File: src/rtl/c5_gpio.sv
// c5_gpio: memory-mapped GPIO, LED and cycle-counter peripheral with programmable
// wait states, a three-flop input synchroniser, rising-edge capture and a level interrupt.
module c5_gpio #(
    parameter logic [31:0] BASE_ADDR   = 32'h2000_0000,
    parameter int          WAIT_CYCLES = 1
) (
    input  logic        I_clk,
    input  logic        I_rst,
    input  logic [29:0] I_address,
    input  logic [3:0]  I_byte_we,
    input  logic [31:0] I_data_w,
    output logic [31:0] O_data_r,
    output logic        O_pause,
    input  logic [31:0] I_gpio_in,
    output logic [31:0] O_gpio_out,
    output logic [31:0] O_gpio_oe,
    output logic        O_led,
    output logic        O_intr
);
    localparam logic [3:0] WAIT_N = 4'(WAIT_CYCLES);

    typedef enum logic [2:0] {
        REG_OUT    = 3'd0,
        REG_OE     = 3'd1,
        REG_IN     = 3'd2,
        REG_EDGE   = 3'd3,
        REG_IRQ_EN = 3'd4,
        REG_LED    = 3'd5,
        REG_CYCLE  = 3'd6,
        REG_RSVD   = 3'd7
    } reg_sel_e;

    function automatic logic [31:0] lane_mask(input logic [3:0] be);
        logic [31:0] m;
        for (int i = 0; i < 4; i++) m[8*i +: 8] = {8{be[i]}};
        return m;
    endfunction

    function automatic logic [31:0] merge_lanes(input logic [31:0] old_v,
                                                input logic [31:0] new_v,
                                                input logic [31:0] mask);
        return (old_v & ~mask) | (new_v & mask);
    endfunction

    reg_sel_e    sel;
    logic        hit, done, wr_en, rd_en;
    logic [3:0]  cnt;
    logic [31:0] wmask, clr, rise, rdata;
    logic [31:0] out_q, oe_q, edge_q, irq_en_q, cycle_q;
    logic        led_q;
    logic [31:0] sync_p1, sync_p2, sync_p3;

    assign sel   = reg_sel_e'(I_address[2:0]);
    assign hit   = (I_address[29:3] == BASE_ADDR[31:5]);
    assign done  = hit && (cnt == WAIT_N);
    assign wr_en = done && (I_byte_we != 4'b0000);
    assign rd_en = done && (I_byte_we == 4'b0000);
    assign wmask = lane_mask(I_byte_we);
    // A W1C write only clears the lanes it enables; a same-cycle rise still wins.
    assign clr   = (wr_en && sel == REG_EDGE) ? (I_data_w & wmask) : 32'h0;
    assign rise  = sync_p2 & ~sync_p3;

    always_ff @(posedge I_clk) begin
        if (I_rst) begin
            cnt      <= 4'd0;
            out_q    <= 32'h0;
            oe_q     <= 32'h0;
            edge_q   <= 32'h0;
            irq_en_q <= 32'h0;
            led_q    <= 1'b0;
            cycle_q  <= 32'h0;
            sync_p1  <= 32'h0;
            sync_p2  <= 32'h0;
            sync_p3  <= 32'h0;
        end else begin
            cycle_q <= cycle_q + 32'd1;
            // synchroniser stages p1 -> p2 -> p3
            sync_p1 <= I_gpio_in;
            sync_p2 <= sync_p1;
            sync_p3 <= sync_p2;
            edge_q  <= (edge_q & ~clr) | rise;

            if (!hit || done) cnt <= 4'd0;
            else              cnt <= cnt + 4'd1;

            if (wr_en) begin
                unique case (sel)
                    REG_OUT:    out_q    <= merge_lanes(out_q, I_data_w, wmask);
                    REG_OE:     oe_q     <= merge_lanes(oe_q, I_data_w, wmask);
                    REG_IRQ_EN: irq_en_q <= merge_lanes(irq_en_q, I_data_w, wmask);
                    REG_LED:    if (I_byte_we[0]) led_q <= I_data_w[0];
                    default:    ;
                endcase
            end
        end
    end

    always_comb begin
        rdata = 32'h0;
        unique case (sel)
            REG_OUT:    rdata = out_q;
            REG_OE:     rdata = oe_q;
            REG_IN:     rdata = sync_p2;
            REG_EDGE:   rdata = edge_q;
            REG_IRQ_EN: rdata = irq_en_q;
            REG_LED:    rdata = {31'b0, led_q};
            REG_CYCLE:  rdata = cycle_q;
            default:    rdata = 32'h0;
        endcase
    end

    assign O_data_r   = rd_en ? rdata : 32'h0;
    assign O_pause    = hit && (cnt != WAIT_N) && !I_rst;
    assign O_gpio_out = out_q;
    assign O_gpio_oe  = oe_q;
    assign O_led      = led_q;
    assign O_intr     = |(edge_q & irq_en_q);
endmodule
File: config.mk
export PLATFORM = sky130hd
export DESIGN_NAME = c5_gpio
export DESIGN_NICKNAME = d
export VERILOG_FILES = /design/src/rtl/c5_gpio.sv
export SDC_FILE = /design/constraint.sdc
export NUM_CORES = 1
export LEC_CHECK = 0
export BUFFER_PORTS_ARGS = -buffer_cell sky130_fd_sc_hd__buf_2
export CAP_MARGIN = 15
export CORE_MARGIN = 3
export CORE_UTILIZATION = 55
export DETAILED_ROUTE_END_ITERATION = 16
export PLACE_DENSITY_LB_ADDON = 0.08
export SLEW_MARGIN = 5
export SYNTH_ARGS = -nofsm -noshare
export SYNTH_HDL_FRONTEND = slang
export SYNTH_SLANG_ARGS = --single-unit
File: constraint.sdc
create_clock -name I_clk -period 3.1 [get_ports I_clk]
set_input_delay 0.465 -clock I_clk [delete_from_list [all_inputs] [get_ports I_clk]]
set_output_delay 0.465 -clock I_clk [all_outputs]
set_load 0.05 [all_outputs]
==> results.toml, run 1 <==
[setup_path]
path_max_fanout = 3
startpoint_type = "flop"
path_buf_inv = 1
cp_cell_sequence = "a22o_1 -> a221oi_1 -> nand3_1 -> or4_1 -> buf_2"
slowest_delay_ns = 0.60
crit_path_end_kind = "primary output"
crit_family = "simple AND/OR/NAND/NOR gates"
path_class = "reg -> out"
reg2reg_to = "cycle_q[31]$_SDFF_PP0_"
worstReg2RegStart = "cycle_q[2]$_SDFF_PP0_"
arrival_ns = 2.39
slowest_stage = "or4_1"
rr_worst_depth = 4
worstPathRequired_ns = 2.63
startpoint = "edge_q[11]$_SDFF_PP0_"
r2r_slack_ns = 0.75

[floorplanning]
core-area_um2 = 19500
placementRows = 51
die_y_um = 147
die_area_um2 = 21700
start_util = 0.562
die_w_um = 147
ios = 199

[timing]
hold_slack_ns = 0.142
tns_ns = 0
max_freq_ghz = 0.350
setup_viol = 0
finalCriticalPeriod_ns = 2.85
skew_ns = 0.0126
rsz0062_at_grt = "no"
slew_violations = 0
maxSlewHeadroom = 0.542
finalHoldViolCount = 0
worstMarginPinSlew_ns = 0.688
layout_worst_path_cycle_share = 0.921

[synthesis]
synth_flop_cell = "dfxtp_1"
synth_cells = 1128
synth_nets = 1231
synth_top_family_by_area = "simple AND/OR/NAND/NOR gates"
synth_edf_count = 0
synth_top_area_share = 0.476
muxShareOfSynthArea = 0.0912
synth_warnings = 0
synth_most_common_cell = "dfxtp_1"
yosysTopAreaCell = "dfxtp_1"
synth.area.top_cells = "dfxtp_1 48%, nand2b_1 9.2%, mux2i_1 9.1%"
synthSimpleGateAreaFrac = 0.232
synth_cell_types = 42
synth_async_sr_flop_share = 0
synth_common_cells = "261 x dfxtp_1, 161 x nand2b_1, 105 x a22oi_1, 100 x mux2i_1, 98 x nor2b_1"
syn-mean-instance-area_um2 = 9.73
synth_area_um2 = 11000
synthAdderAreaFrac = 0.00342
ys_seq_elements = 261
synth_seq_area_share = 0.476
synth_xor_area_frac = 0.00878
synth_compound_area_frac = 0.157

[layout]
area_growth_pct = 19.8
drive_gt1_frac = 0.209
fin_nets = 1400

[global_routing]
track_usage = 0.281
grt_pass1_vias = 8880
grt_max_degree = 108
grt_first_pass_wirelength_um = 49200
antenna_found_initial = 3
grt_overflow_total = 0

[clocking]
clkTransAtPathRegs_ns = 0.06
cts_made_buffers = 27
clock-sinks = 261
post_cts_resized = 0
cts_root_buf = "clkbuf_16"
cts.htree.levels = 1
post-cts-setup-buffers = 0
cts_max_path_buffers = 3
cts_tree = "yes"
insertion_delay_ns = 0.53
cts_hold_buf = 0

[routing]
viasPerCell = 5.91
firstDrtPassIters = 5
ant_nets = 0
wl_um = 32100
num_vias = 9344
drc = 0
drt-wirelength-per-cell_um = 20.3
first_iter_violations = 776

[worst_hold_path]
hold_class = "in -> reg"
holdCritStartpoint = "I_gpio_in[3]"
whs_path_depth = 2
holdPathEnd = "sync_p1[3]$_SDFF_PP0_"

[place]
place_congestion = 0.842
port_buffers = 198
hpwl_um = 21800

[pwr]
leakage_nw = 5.32
peakVddDrop_mv = 0.380
power_density_nw_per_um2 = 541

[flow_run]
maxCapViolCount = 0

[run_status]
run_status = "finished, final reports clean"
-- routing by layer --
layer	routed length, µm	part of all wire	GRT usage
met2	14500	0.45	0.445
met3	2700	0.084	0.0537
met1	13900	0.43	0.391
met5	21	0.00066	0
met4	946	0.030	0.0923
-- placed cells by master (no fill, tap or decap), drive strengths merged, types with 2 or more instances in the layout --
master,instances
o21ai,6
nor4,10
inv,7
nand4,11
and4,6
and3b,2
nand3,25
a31oi,31
or4,17
bufinv,4
nor3b,4
and3,11
clkinv,7
nor3,9
dfxtp,261
a21oi,54
o31ai,23
or3,6
a22oi,105
nor2b,98
ha,3
mux2i,100
o2bb2ai,2
a22o,2
a221oi,2
buf,221
nor2,10
clkbuf,34
nand2,44
xnor2,6
o41ai,24
xor2,5
nand2b,161
-- final cells by class --
type | instances | area, µm²
Fill cell | 1577 | 6380
Clock buffer | 34 | 722
Inverter | 6 | 22.5
Tap cell | 265 | 332
Sequential cell | 261 | 5230
Multi-Input combinational cell | 780 | 5420
Antenna cell | 1 | 2.50
Clock inverter | 13 | 171
Timing Repair Buffer | 221 | 1240
-- worst register-to-register path, cell delays in order, from the launching register on --
cell	delay, ns
dfxtp_1	0.42
and3_1	0.33
or4b_1	0.81
or4_1	0.59
a21oi_1	0.14
-- per-stage QoR --
stage | area (µm²) | setup WS (ns) | power [mW] | cells | utilization
after global routing | 13100 | 0.0444 | 7.34 | 1581 | 0.673
after detailed placement | 12200 | 0.401 | 3.91 | 1533 | 0.627
final | 13100 | 0.246 | 7.12 | 1581 | 0.673
after floorplan | 11000 | 0.119 | 3.74 | 1128 | -
after CTS | 13100 | 0.255 | 7.16 | 1580 | 0.673
after global placement | 12200 | 0.489 | 3.90 | 1533 | 0.627
-- worst max-delay path by stage --
stage | end | slack [ns] | cells after the start
after floorplan | O_data_r[15] | 0.12 | 5
after CTS | O_data_r[28] | 0.25 | 7
after global routing | O_data_r[26] | 0.04 | 7
after detailed placement | O_data_r[28] | 0.40 | 7
after global placement | O_data_r[20] | 0.49 | 7
final | O_intr | 0.25 | 5
-- kinds of logic after synthesis --
group,after synthesis
flip-flops,261
adder cells (fa/ha/maj),3
buffers and inverters,87
AND/OR/NAND/NOR,417
AO/OA/AOI/OAI,249
XOR/XNOR,11
multiplexers,100
-- power by group --
| part | internal (mW) | switching [mW] |
|---|---|---|
| Sequential | 3.43 | 0.0519 |
| Clock | 1.97 | 1.30 |
| Combinational | 0.159 | 0.202 |
| Total | 5.56 | 1.55 |
Power figures use the tool's default switching activity.
==> inputs of run 2 (changes only) <==
--- a/config.mk
+++ b/config.mk
@@ -5,6 +5,7 @@
 export SDC_FILE = /design/constraint.sdc
 export NUM_CORES = 1
 export LEC_CHECK = 0
+export ABC_AREA = 1
 export BUFFER_PORTS_ARGS = -buffer_cell sky130_fd_sc_hd__buf_2
 export CAP_MARGIN = 15
 export CORE_MARGIN = 3
==> run 2 against run 1 <==
Against the previous run: final area rose by 5.6%; maximum frequency up 0.36%; final cell count up 39%; synthesized cell count increased by 52%; wire length grew 6.3%; worst hold slack lost 0.028 ns; critical path type unchanged.
==> results.toml, run 2 <==
[timing]
tns_ns = 0
setup_ws_ns = 0.256
rsz0062_at_grt = "no"
skew_ns = 0.0176
finalCriticalPeriod_ns = 2.84
layout_worst_path_cycle_share = 0.917
worstMarginPinSlew_ns = 0.910
max_freq_ghz = 0.352
finalHoldViolCount = 0
setup_viol = 0
maxSlewHeadroom = 0.393
slew_violations = 0

[clocking]
insertion_delay_ns = 0.55
clock-sinks = 261
cts_hold_buf = 0
cts_root_buf = "clkbuf_16"
clkTransAtPathRegs_ns = 0.07
cts_tree = "yes"
cts_made_buffers = 28
cts.htree.levels = 1
cts_max_path_buffers = 3

[synthesis]
synth_top_area_share = 0.446
synth_nets = 1821
synth_seq_area_share = 0.446
synth_async_sr_flop_share = 0
synth_flop_cell = "dfxtp_1"
syn-mean-instance-area_um2 = 6.82
synth_most_common_cell = "nand2_1"
synth_cell_types = 40
synth_cells = 1718
synth.area.top_cells = "dfxtp_1 45%, nand2_1 13%, nor2_1 12%"
synth_edf_count = 0
synth_area_um2 = 11700
synth_common_cells = "409 x nand2_1, 376 x nor2_1, 261 x dfxtp_1, 244 x inv_1, 89 x a21oi_1"
ys_seq_elements = 261
synth_warnings = 0
yosysTopAreaCell = "dfxtp_1"

[floorplanning]
ios = 199
core-area_um2 = 20600
start_util = 0.570
die_w_um = 152
die_area_um2 = 23100
placementRows = 52
die_y_um = 152

[setup_path]
worstPathRequired_ns = 2.63
path_class = "reg -> out"
arrival_ns = 2.38
crit_path_end_kind = "primary output"
startpoint_type = "flop"
path_max_fanout = 16

[pwr]
peakVddDrop_mv = 0.423
leakage_nw = 6.06
power_density_nw_per_um2 = 528

[routing]
first_iter_violations = 1037
ant_nets = 0
drt-wirelength-per-cell_um = 15.5
viasPerCell = 5.19
num_vias = 11372
drc = 0
firstDrtPassIters = 5
wl_um = 34100

[flow_run]
maxCapViolCount = 0

[place]
pre_cts_slack_ns = 0.297
hpwl_um = 23600
port_buffers = 198
place_congestion = 0.924

[global_routing]
grt_max_degree = 87
track_usage = 0.279
grt_overflow_total = 0
grt_pass1_vias = 10639
antenna_found_initial = 0
grt_first_pass_wirelength_um = 54000

[layout]
final_cell_mix = "409 x nand2_1, 376 x nor2_1, 261 x dfxtp_1, 244 x inv_1, 197 x buf_2"
layout_commonest_cell = "nand2_1"
fin_nets = 2004
drive_gt1_frac = 0.159
area_growth_pct = 18.3
n_antenna_cell = 0

[worst_hold_path]
hold_class = "in -> reg"

[run_status]
run_status = "finished, final reports clean"
## run 2: cell count changes in the layout (fill, tap and decap cells not counted), sizes merged, moves of 37 or more
cell    delta
a22oi    -104
inv      +245
mux2i    -100
nand2    +366
nand2b   -161
nand3     +47
nor2     +386
nor2b     -98
o21ai     +37
## run 2: repair_timing
item,CTS,global route
setup endpoints to repair,0,15
resized for setup,0,1
buffers inserted,0,2
## run 2: worst paths after layout
| path | from | endpoint | slack, ns | depth (start not counted) |
|---|---|---|---|---|
| setup reg to reg | cnt[0]$_SDFF_PP0_ | edge_q[22]$_SDFF_PP0_ | 1.02 | 8 |
| hold / removal | I_gpio_in[13] | sync_p1[13]$_SDFF_PP0_ | 0.11 | 3 |
| setup / recovery | cnt[0]$_SDFF_PP0_ | O_data_r[13] | 0.26 | 6 |
| hold reg to reg | sync_p1[12]$_SDFF_PP0_ | sync_p2[12]$_SDFF_PP0_ | 0.40 | 2 |
## run 2: area by class of cell
class                      instances  area [µm²]
clock buffer                      38         778
multi-input combinational       1139        5230
fill                            1906        6690
clock inverter                    13         179
inverter                         252         946
tap                              270         338
timing repair buffer             219        1180
sequential                       261        5230
## run 2: routing by layer
| metal | vias to the layer above | share of wire | track usage |
|---|---|---|---|
| li1 | 5685 | - | - |
| met1 | 5163 | 0.43 | 0.380 |
| met2 | 455 | 0.46 | 0.457 |
| met3 | 69 | 0.075 | 0.0466 |
| met4 | 0 | 0.030 | 0.0856 |
| met5 | - | 0 | 0 |
## run 2: where the power goes
| part | switching [mW] | internal (mW) | total, mW |
|---|---|---|---|
| Clock | 1.36 | 2.09 | 3.45 |
| Sequential | 0.0302 | 3.43 | 3.46 |
| Combinational | 0.279 | 0.129 | 0.408 |
## run 2: logic make-up after synthesis
group | after synthesis | share of synthesized area
compound gates | 203 | 0.103
xor+xnor | 7 | 0.00523
fa+ha+maj | 3 | 0.00320
buf+inv | 319 | 0.110
flops | 261 | 0.446
simple gates | 925 | 0.332
## run 2: worst max-delay path, cell delays in order (launching register included)
cell	delay, ns
dfxtp_1	0.37
ha_1	0.16
nand2_1	0.08
inv_2	0.33
nand3b_4	0.36
a21oi_1	0.24
buf_2	0.29
## run 2: stage by stage
stage | util | cell area, µm² | hold WS (ns) | power (mW) | instances
final | 0.675 | 13900 | 0.114 | 7.32 | 2192
after global routing | 0.675 | 13900 | 0.113 | 7.56 | 2192
after CTS | 0.672 | 13800 | 0.0994 | 7.35 | 2189
after detailed placement | 0.626 | 12900 | 0.394 | 3.94 | 2138
after global placement | 0.626 | 12900 | 0.388 | 3.93 | 2138
after floorplan | - | 11700 | 0.388 | 3.77 | 1718
==> inputs of run 3 (changes only) <==
--- a/config.mk
+++ b/config.mk
@@ -11,8 +11,11 @@
 export CORE_MARGIN = 3
 export CORE_UTILIZATION = 55
 export DETAILED_ROUTE_END_ITERATION = 16
+export GPL_TIMING_DRIVEN = 0
 export PLACE_DENSITY_LB_ADDON = 0.08
+export RECOVER_POWER = 25
 export SLEW_MARGIN = 5
 export SYNTH_ARGS = -nofsm -noshare
 export SYNTH_HDL_FRONTEND = slang
 export SYNTH_SLANG_ARGS = --single-unit
+export TNS_END_PERCENT = 50
==> run 3 against run 2 <==
Against the previous run: sequential power about the same; maximum frequency decreased by 6.8%; power decreased by 0.56%; clock skew decreased by 0.0055 ns; critical path type unchanged; largest cell class is now registers; largest power group unchanged.
==> results.toml, run 3 (same netlist as run 2, synthesis figures left out) <==
[setup_path]
critPathCapture = "O_data_r[4]"
worstReg2RegStart = "cycle_q[0]$_SDFF_PP0_"
reg2reg_to = "cycle_q[24]$_SDFF_PP0_"
path_class = "reg -> out"
crit_path_end_kind = "primary output"
slowest_stage = "dfxtp_1"
r2r_slack_ns = 1.02
path_max_fanout = 10
cp_cell_sequence = "ha_1 -> nand2_1 -> inv_2 -> nand3b_4 -> clkbuf_2 -> a21oi_1 -> buf_2"
slowest_delay_ns = 0.38
rr_worst_depth = 10
worstPathRequired_ns = 2.63
arrival_ns = 2.58
startpoint_type = "flop"
path_buf_inv = 3
crit_family = "buffers and inverters"
startpoint = "cnt[0]$_SDFF_PP0_"
path_depth = 7

[clocking]
cts_made_buffers = 28
clkTransAtPathRegs_ns = 0.06
cts_max_path_buffers = 3
insertion_delay_ns = 0.55
cts_root_buf = "clkbuf_16"
cts_tree = "yes"
cts.htree.levels = 1
cts_hold_buf = 0
clock-sinks = 261

[routing]
drc = 0
ant_nets = 0
viasPerCell = 5.26
firstDrtPassIters = 6
num_vias = 11729
drt-wirelength-per-cell_um = 17.2
wl_um = 38400
first_iter_violations = 1043

[global_routing]
antenna_found_initial = 0
grt_max_degree = 15
grt_first_pass_wirelength_um = 59300
grt_overflow_total = 0
grt_pass1_vias = 11069
track_usage = 0.319

[floorplanning]
die_area_um2 = 23100
placementRows = 52
start_util = 0.570
die_y_um = 152
ios = 199
die_w_um = 152
core-area_um2 = 20600

[timing]
max_freq_ghz = 0.328
setup_viol = 0
maxSlewHeadroom = 0.428
finalCriticalPeriod_ns = 3.05
layout_worst_path_cycle_share = 0.984
slew_violations = 0
worstMarginPinSlew_ns = 0.857
rsz0062_at_grt = "yes"
finalHoldViolCount = 0
hold_slack_ns = 0.116
skew_ns = 0.0120

[layout]
layout_commonest_cell = "nand2_1"
multi_input_area_um2 = 5210
final_cell_mix = "409 x nand2_1, 377 x nor2_1, 261 x dfxtp_1, 244 x inv_1, 153 x buf_2"
fin_nets = 2044
nFillCells = 1911
n_antenna_cell = 0
drive_gt1_frac = 0.133
final_util = 0.677
area_growth_pct = 18.8
final_cells = 2230
seqCellArea_um2 = 5230

[pwr]
power_density_nw_per_um2 = 522
leakage_nw = 5.87
peakVddDrop_mv = 0.429
total_power_mw = 7.28

[place]
port_buffers = 193
dp_cells = 2181
hpwl_um = 28600
place_congestion = 0.965

[run_status]
run_status = "finished, final reports clean"

[flow_run]
maxCapViolCount = 0

[worst_hold_path]
hold_class = "in -> reg"
[run 3: cell types whose count changed in the layout (fill, tap and decap cells not counted), sizes merged]
cell	change
nand3b	-1
inv	+1
clkinvlp	-1
clkbuf	+88
bufinv	-3
clkinv	-2
buf	-44
[run 3: worst min path at each step]
| stage | slack, ns | to | cells after the start | from |
|---|---|---|---|---|
| 2_1_floorplan | 0.39 | sync_p2[0]$_SDFF_PP0_ | 2 | sync_p1[0]$_SDFF_PP0_ |
| 3_3_place_gp | 0.39 | sync_p2[10]$_SDFF_PP0_ | 2 | sync_p1[10]$_SDFF_PP0_ |
| 3_5_place_dp | 0.39 | sync_p2[9]$_SDFF_PP0_ | 2 | sync_p1[9]$_SDFF_PP0_ |
| 5_1_grt | 0.12 | sync_p1[6]$_SDFF_PP0_ | 3 | I_gpio_in[6] |
| 6_report | 0.12 | sync_p1[22]$_SDFF_PP0_ | 3 | I_gpio_in[22] |
| 4_1_cts | 0.10 | sync_p1[16]$_SDFF_PP0_ | 3 | I_gpio_in[16] |
[run 3: worst register-to-register path, delay by kind of cell, from the launching register on]
| family | cells | cell delay [ns] |
|---|---|---|
| fa+ha+maj | 1 | 0.25 |
| flops | 1 | 0.38 |
| simple gates | 9 | 1.31 |
[run 3: layout make-up]
type,instances,share of cell area
Clock inverter,8,0.00593
Tap cell,270,0.0243
Sequential cell,261,0.375
Buffer,67,0.0253
Clock buffer,41,0.0617
Timing Repair Buffer,193,0.0655
Multi-Input combinational cell,1138,0.374
Inverter,252,0.0679
[run 3: power breakdown]
part           internal [mW]  leakage, nW  total, mW  switching (mW)
logic                  0.125         3.27      0.440           0.314
registers               3.43         2.12       3.46          0.0317
clock network           2.00        0.473       3.37            1.38
[run 3: routing by layer]
| metal | wire [µm] | vias to the layer above | global-route usage |
|---|---|---|---|
| met2 | 17100 | 544 | 0.511 |
| met4 | 1320 | 0 | 0.100 |
| met1 | 16500 | 5341 | 0.444 |
| met5 | 0 | - | 0 |
| li1 | - | 5760 | - |
| met3 | 3420 | 84 | 0.0523 |
[run 3: repair_timing]
action | CTS | global route
setup buffers | 0 | 0
resized for setup | 3 | 10
setup endpoints to repair | 11 | 14
pin swaps | 0 | 0
[run 3: metrics by stage]
stage / setup TNS [ns] / worst slack, ns / cell area, µm²
after detailed placement: -0.365 / -0.136 / 13000
final: 0 / 0.0504 / 13900
after floorplan: 0 / 0.339 / 11700
after CTS: 0 / 0.0268 / 14000
after global placement: -0.285 / -0.117 / 13000
after global routing: -0.0374 / -0.0239 / 13900
